===== config.mk =====
export PLATFORM = sky130hd
export DESIGN_NAME = chan_mux_rr
export DESIGN_NICKNAME = d
export VERILOG_FILES = /design/src/rtl/chan_mux_rr.sv
export SDC_FILE = /design/constraint.sdc
export NUM_CORES = 1
export LEC_CHECK = 0
export CAP_MARGIN = 5
export CORE_MARGIN = 2
export CORE_UTILIZATION = 40
export DETAILED_ROUTE_END_ITERATION = 16
export GPL_TIMING_DRIVEN = 0
export MAX_ROUTING_LAYER = met4
export PLACE_DENSITY = 0.74
export RECOVER_POWER = 100
export SYNTH_ARGS = -nofsm -noshare
export SYNTH_HDL_FRONTEND = slang
export SYNTH_SLANG_ARGS = --single-unit

===== constraint.sdc =====
create_clock -name clk -period 4.87 [get_ports clk]
set_clock_uncertainty 0.1 [all_clocks]
set_input_delay 0.974 -clock clk [delete_from_list [all_inputs] [get_ports clk]]
set_output_delay 0.974 -clock clk [all_outputs]
set_load 0.005 [all_outputs]

===== src/rtl/chan_mux_rr.sv =====
// ============================================================================
// Module      : chan_mux_rr
// Description : N-channel to 1 mux with fixed-select or round-robin grant,
//               feeding a single-entry registered output stage.
// Revision    : 1.0 - initial release
// ============================================================================
`default_nettype none

module chan_mux_rr #(
  parameter int WIDTH    = 8,
  parameter int CHANNELS = 8,
  localparam int SELW    = $clog2(CHANNELS)
) (
  input  logic                      clk,
  input  logic                      rst_n,
  input  logic [CHANNELS*WIDTH-1:0] in_data,
  input  logic [CHANNELS-1:0]       in_valid,
  output logic [CHANNELS-1:0]       in_ready,
  input  logic                      mode,
  input  logic [SELW-1:0]           sel,
  output logic [WIDTH-1:0]          out_data,
  output logic [SELW-1:0]           out_chan,
  output logic                      out_valid,
  input  logic                      out_ready
);

  localparam logic [SELW:0]   c_chans = (SELW+1)'(CHANNELS);
  localparam logic [SELW-1:0] c_last  = SELW'(CHANNELS-1);

  typedef enum logic [0:0] {
    EMPTY = 1'b0,
    FULL  = 1'b1
  } state_t;

  state_t             r_state;
  state_t             w_state_nxt;
  logic [SELW-1:0]    r_ptr;
  logic [WIDTH-1:0]   r_out_data;
  logic [SELW-1:0]    r_out_chan;
  logic               w_load_en;
  logic               w_gnt_valid;
  logic [SELW-1:0]    w_gnt_idx;
  logic [SELW:0]      w_cand;
  logic [WIDTH-1:0]   w_gnt_data;

  // Reset gates load_en so no channel sees ready while rst_n is low.
  assign w_load_en  = rst_n && ((r_state == EMPTY) || out_ready);
  assign w_gnt_data = in_data[w_gnt_idx*WIDTH +: WIDTH];

  always_comb begin
    w_gnt_valid = 1'b0;
    w_gnt_idx   = '0;
    w_cand      = '0;
    if (!mode) begin
      if ({1'b0, sel} < c_chans) begin
        if (in_valid[sel]) begin
          w_gnt_valid = 1'b1;
          w_gnt_idx   = sel;
        end
      end
    end else begin
      // Circular search ptr+1 .. ptr; candidate index folded back below CHANNELS.
      for (int i = 1; i <= CHANNELS; i++) begin
        w_cand = {1'b0, r_ptr} + (SELW+1)'(i);
        if (w_cand >= c_chans) begin
          w_cand = w_cand - c_chans;
        end
        if (!w_gnt_valid && in_valid[w_cand[SELW-1:0]]) begin
          w_gnt_valid = 1'b1;
          w_gnt_idx   = w_cand[SELW-1:0];
        end
      end
    end
  end

  always_comb begin
    in_ready = '0;
    if (w_load_en && w_gnt_valid) begin
      in_ready[w_gnt_idx] = 1'b1;
    end
  end

  always_comb begin
    w_state_nxt = r_state;
    if (w_load_en) begin
      w_state_nxt = w_gnt_valid ? FULL : EMPTY;
    end
  end

  always_ff @(posedge clk or negedge rst_n) begin
    if (!rst_n) begin
      r_state <= EMPTY;
    end else begin
      r_state <= w_state_nxt;
    end
  end

  always_ff @(posedge clk or negedge rst_n) begin
    if (!rst_n) begin
      r_out_data <= '0;
      r_out_chan <= '0;
      r_ptr      <= c_last;
    end else if (w_load_en && w_gnt_valid) begin
      r_out_data <= w_gnt_data;
      r_out_chan <= w_gnt_idx;
      if (mode) begin
        r_ptr <= w_gnt_idx;
      end
    end
  end

  assign out_data  = r_out_data;
  assign out_chan  = r_out_chan;
  assign out_valid = (r_state == FULL);

endmodule

`default_nettype wire


Word-level counts from Yosys, hierarchy flattened
Index checks and enable logic that the tools add are counted.
{"block": "word_totals", "inputBits": 79, "register_bits": 15, "wordCells": 125}
{"block": "classes", "n_shift": 1, "n_lt_le_gt_ge": 19, "bitwise_logic": 1, "reduce_logical": 19, "muxes": 65, "n_addsub": 16}
{"cell": "2-to-1 mux 3 bit", "count": 26}
{"cell": "indexed part select 64 x 7 -> 8 bit", "count": 1}
{"cell": "< comparator 3 x 4 -> 1 bit (second input constant)", "count": 10}
{"cell": "greater-or-equal comparator 4 bit (second input constant)", "count": 8}
{"cell": "2-to-1 mux 1 bit", "count": 28}
{"cell": "binary-select mux 1 bit (select 3 bit)", "count": 9}
{"cell": "subtractor 3 x 1 -> 3 bit (second input constant)", "count": 8}
{"cell": "adder 3 x 3 -> 4 bit (second input constant)", "count": 4}
{"cell": "logical AND 1 bit", "count": 10}
{"cell": "adder 3 x 2 -> 4 bit (second input constant)", "count": 2}
{"cell": "2-to-1 mux 8 bit", "count": 1}
{"cell": "zero test 1 bit", "count": 7}
{"cell": "adder 3 x 1 -> 4 bit (second input constant)", "count": 1}
{"cell": "adder 3 x 4 -> 4 bit (second input constant)", "count": 1}
{"cell": "demux 1 bit (select 3 bit)", "count": 1}
{"cell": "greater-or-equal comparator 3 x 1 -> 1 bit (second input constant)", "count": 1}
{"cell": "AND reduction 2 bit", "count": 1}
{"cell": "logical OR 1 bit", "count": 1}
{"cell": "NOT 1 bit", "count": 1}

Longest topological paths before layout
{"block": "depth", "word_depth": 41, "ltp_mapped": 16, "mapped_depth_nobuf": 11}

Worst setup path after synthesis
No wires, ideal clock.
{"block": "synth_path", "path_kind": "flip-flop to output port", "start": "reg r_ptr[1]", "end": "out in_ready[6]", "required_ns": 3.796, "t_arrival_ns": 3.884, "slack_ns": -0.088, "stages_incl_launch_ff": 14, "path_cell_list": "dfstp_2 -> buf_2 -> buf_1 -> inv_1 -> ha_1 -> clkbuf_1 -> mux4_2 -> nor4b_4 -> nand3_1 -> and4_4 -> o21ai_4 -> and2_1 -> clkbuf_1 -> nor2b_1"}
{"block": "synth_via", "elab_chain_len": 41}
{"item": "from (decl)", "line_no": "37", "text": "logic [SELW-1:0] r_ptr;"}
{"item": "from (signal assigned)", "line_no": "102", "text": "r_ptr <= c_last;"}
{"item": "from (signal assigned)", "line_no": "107", "text": "r_ptr <= w_gnt_idx;"}
{"item": "adder 3 x 1 -> 4 bit", "line_no": "64", "text": "w_cand = {1'b0, r_ptr} + (SELW+1)'(i);"}
{"item": "greater-or-equal comparator 4 bit or subtractor 3 x 1 -> 3 bit (tied branches)", "line_no": "65, 66"}
{"item": "2-to-1 mux 3 bit", "line_no": "65", "text": "if (w_cand >= c_chans) begin"}
{"item": "2-to-1 mux 3 bit", "line_no": "54", "text": "if (!mode) begin"}
{"item": "binary-select mux 1 bit (select 3 bit)", "line_no": "68", "text": "if (!w_gnt_valid && in_valid[w_cand[SELW-1:0]]) begin"}
{"item": "2-to-1 mux 1 bit (implied by the code)", "line_no": "68"}
{"item": "2-to-1 mux 1 bit", "line_no": "68"}
{"item": "2-to-1 mux 1 bit", "line_no": "54"}
{"item": "[... 25 more ...]"}
{"item": "logical AND 1 bit", "line_no": "68"}
{"item": "2-to-1 mux 3 bit", "line_no": "68"}
{"item": "2-to-1 mux 3 bit", "line_no": "54"}
{"item": "< comparator 3 x 4 -> 1 bit (implied by the code) or greater-or-equal comparator 3 x 1 -> 1 bit (tied branches)", "line_no": "79", "text": "in_ready[w_gnt_idx] = 1'b1;"}
{"item": "logical AND 1 bit (implied by the code)", "line_no": "79"}
{"item": "2-to-1 mux 1 bit (implied by the code)", "line_no": "79"}
{"item": "demux 1 bit (select 3 bit)", "line_no": "79"}
{"item": "2-to-1 mux 8 bit (*)", "line_no": "78", "text": "if (w_load_en && w_gnt_valid) begin"}
{"item": "to (decl)", "line_no": "18", "text": "output logic [CHANNELS-1:0] in_ready,"}
Mark *: on every way between the ends. The rest lies on a longest branch, timed or not. The select of a mux whose other input is x is not followed.

Final worst setup path
{"block": "layout_path", "start": "reg r_ptr[1]", "end": "out in_ready[4]"}
Same word-level chain as after synthesis.

==> metrics.txt <==
outcome=finished, final reports clean; Root Buffer=clkbuf_8; diode count=0; Layout Nets=495; Longest Clk Path Bufs=2; FILL cells=510; final wirelength=9460 um; HPWL after DPL=7030 um; final hold violations=0; Starting DRT DRC Count=around 130; largest net degree at the start of global routing=18; Crit path required time=about 3.8 ns; Crit Path Class=reg -> out; yosys warns=0; Sink Count=15; Inst Count DP=around 460; Seq cells post-synth=15; starting density of the core=0.412; unrepaired setup endpoints after global routing=no; gr ovfl total=0; Final Max Tran Viols=0; Max Cap Violations=0; Slew headroom=0.499; # port buffers=97; Inserted Clock Buffers=3; commonest cells after routing, fill and taps aside=clkdlybuf4s50_1, nand2_1, buf_4, o21ai_0, nand3_1; vias in the first global route=2,836; CTS clk-pin slew, worst paths=0.06 ns; drt drc=0; Crit. End Element=output pin; WP data arrival=3.63 ns; Sum Neg Setup Slack=0 ns; P per Cell Area=roughly 700 nW/um2; DR vias/cell=6.13; most common flop cell mapped by yosys=dfrtp_1; post-route ant nets=0; fraction of registers with async set/reset=1.00; Min Clock Period, post-route=4.71 ns; Hold Buf Count CTS=0; Fmax=approximately 0.21 GHz; Site Rows=28; Hold Path Class=reg -> reg; Syn Area/Cell=8.48 um2; type of origin of the critical path=flop; sequential-to-total area share from yosys stat=0.156; initial antenna violation count=0; leading cell type in the layout, fill and taps excluded=clkdlybuf4s50_1; Mapped Nets=367; Die Area=6700 um2; layout cells sized above 1=0.271; worst vdd ir=0.499 mV; core area=5890 um2; EDFF count, synth=0; gate count of the mapped netlist=286; first-pass GRT wire length=14,300 um; GRT Util Overall=0.282; number of H-tree levels=1; LEAKAGE=1.59 nW; dpl ws=-1.45 ns; via count=2,992; fin cells=488; peak fanout along the critical path=7; Post-Synthesis Cell Area=2430 um2; final setup violation count=0; Ports=99; 1st-pass router iterations=5; Skew-Pair Late Insertion Delay=0.25 ns; average wire per standard cell=19.4 um; Die H=a little over 80 um; worst setup margin=between 0.15 and 0.2 ns; Cell variety after synth=51; Final Wtd Congestion=between 0.9 and 1; Power Total=2.67 mW; area grow syn2layout=60.1%; TritonCTS clock tree=done; Worst Tran Pin Value=0.748 ns; die width=81.9 um; crit share post-route=0.967
[power breakdown]
group	internal (mW)	switching [mW]	total (mW)
Sequential	0.191	0.0359	0.227
Clock	0.0579	0.0444	0.102
Combinational	1.17	1.18	2.35
Total	1.42	1.26	2.67
[per-layer routing]
metal	up-vias	track usage	wire length, um
li1	1381	-	-
met1	1441	0.338	3730
met2	154	0.494	4860
met3	16	0.0484	762
met4	0	0.0617	118
met5	-	-	0
[Yosys cell counts (all sizes together), types with 8 or more instances]
master / n / area share
dfrtp: 12 / 0.12
inv: 13 / 0.020
mux2i: 15 / 0.062
a211oi: 13 / 0.040
nor2: 10 / 0.015
nand3: 21 / 0.043
mux2: 11 / 0.051
buf: 10 / 0.023
nand2: 32 / 0.050
o21ai: 29 / 0.068
clkbuf: 12 / 0.019
a21oi: 8 / 0.017
and3: 9 / 0.023
mux4: 19 / 0.18
[critical path, cell delays in order (launching register included)]
cell and delay [ns]:
dfstp_2 0.55, buf_6 0.11, buf_8 0.09, clkinvlp_4 0.11, ha_4 0.33, mux4_2 0.56
nor4b_4 0.28, buf_6 0.16, nand2_4 0.06, o32ai_4 0.27, a31oi_2 0.08, buf_4 0.18
buf_4 0.13, or2_4 0.27, nor2_1 0.09, clkbuf_1 0.12
[sequential cells by signal (all words and copies together), names as in the netlist]
name,count
out_data,8
out_chan,3
out_valid,1
r_ptr,3
[layout make-up]
| cell class | count | area (um2) | area share |
|---|---|---|---|
| multi-input cells | 236 | 2050 | 0.527 |
| repair buffers | 125 | 1120 | 0.288 |
| flip-flops and latches | 15 | 379 | 0.0976 |
| plain buffers | 20 | 145 | 0.0374 |
| well taps | 75 | 93.8 | 0.0242 |
| inverters | 13 | 56.3 | 0.0145 |
| clock buffers | 4 | 45.0 | 0.0116 |
[per-stage QoR]
| step | utilization | hold WS, ns | instance area [um2] |
|---|---|---|---|
| after CTS | 0.661 | 0.379 | 3890 |
| final | 0.660 | 0.372 | 3880 |
| after floorplan | - | 0.367 | 2430 |
| after global placement | 0.593 | 0.362 | 3490 |
| after global routing | 0.660 | 0.404 | 3880 |
| after detailed placement | 0.593 | 0.365 | 3490 |
[cells by family (layout without fill, tap and decap cells)]
family          after synthesis  count (layout)  synth area share
fa+ha+maj                     2               2            0.0103
xor+xnor                      3               3            0.0108
compound gates               94              94             0.271
simple gates                 92              92             0.201
mux                          45              45             0.289
buf+inv                      35             162            0.0619
flops                        15              15             0.156
[path summary, 6_finish.rpt]
kind                          endpoint  depth (start not counted)  slack [ns]        start
max                        in_ready[4]                         15        0.16     r_ptr[1]
min                        out_data[5]                          2        0.37  out_data[5]
max reg2reg                out_data[4]                         18        0.56     r_ptr[1]
min reg2reg                out_data[5]                          2        0.37  out_data[5]
max in group asynchronous  out_data[3]                          1        3.07        rst_n
min in group asynchronous    out_valid                          1        1.14        rst_n
[what timing repair did]
item	4_1_cts	5_1_grt
gates resized for setup	84	29
buffers inserted	23	5
pin swaps	9	7
endpoints found under the setup margin	19	8
Note: power is estimated with default switching activity, not from simulation.
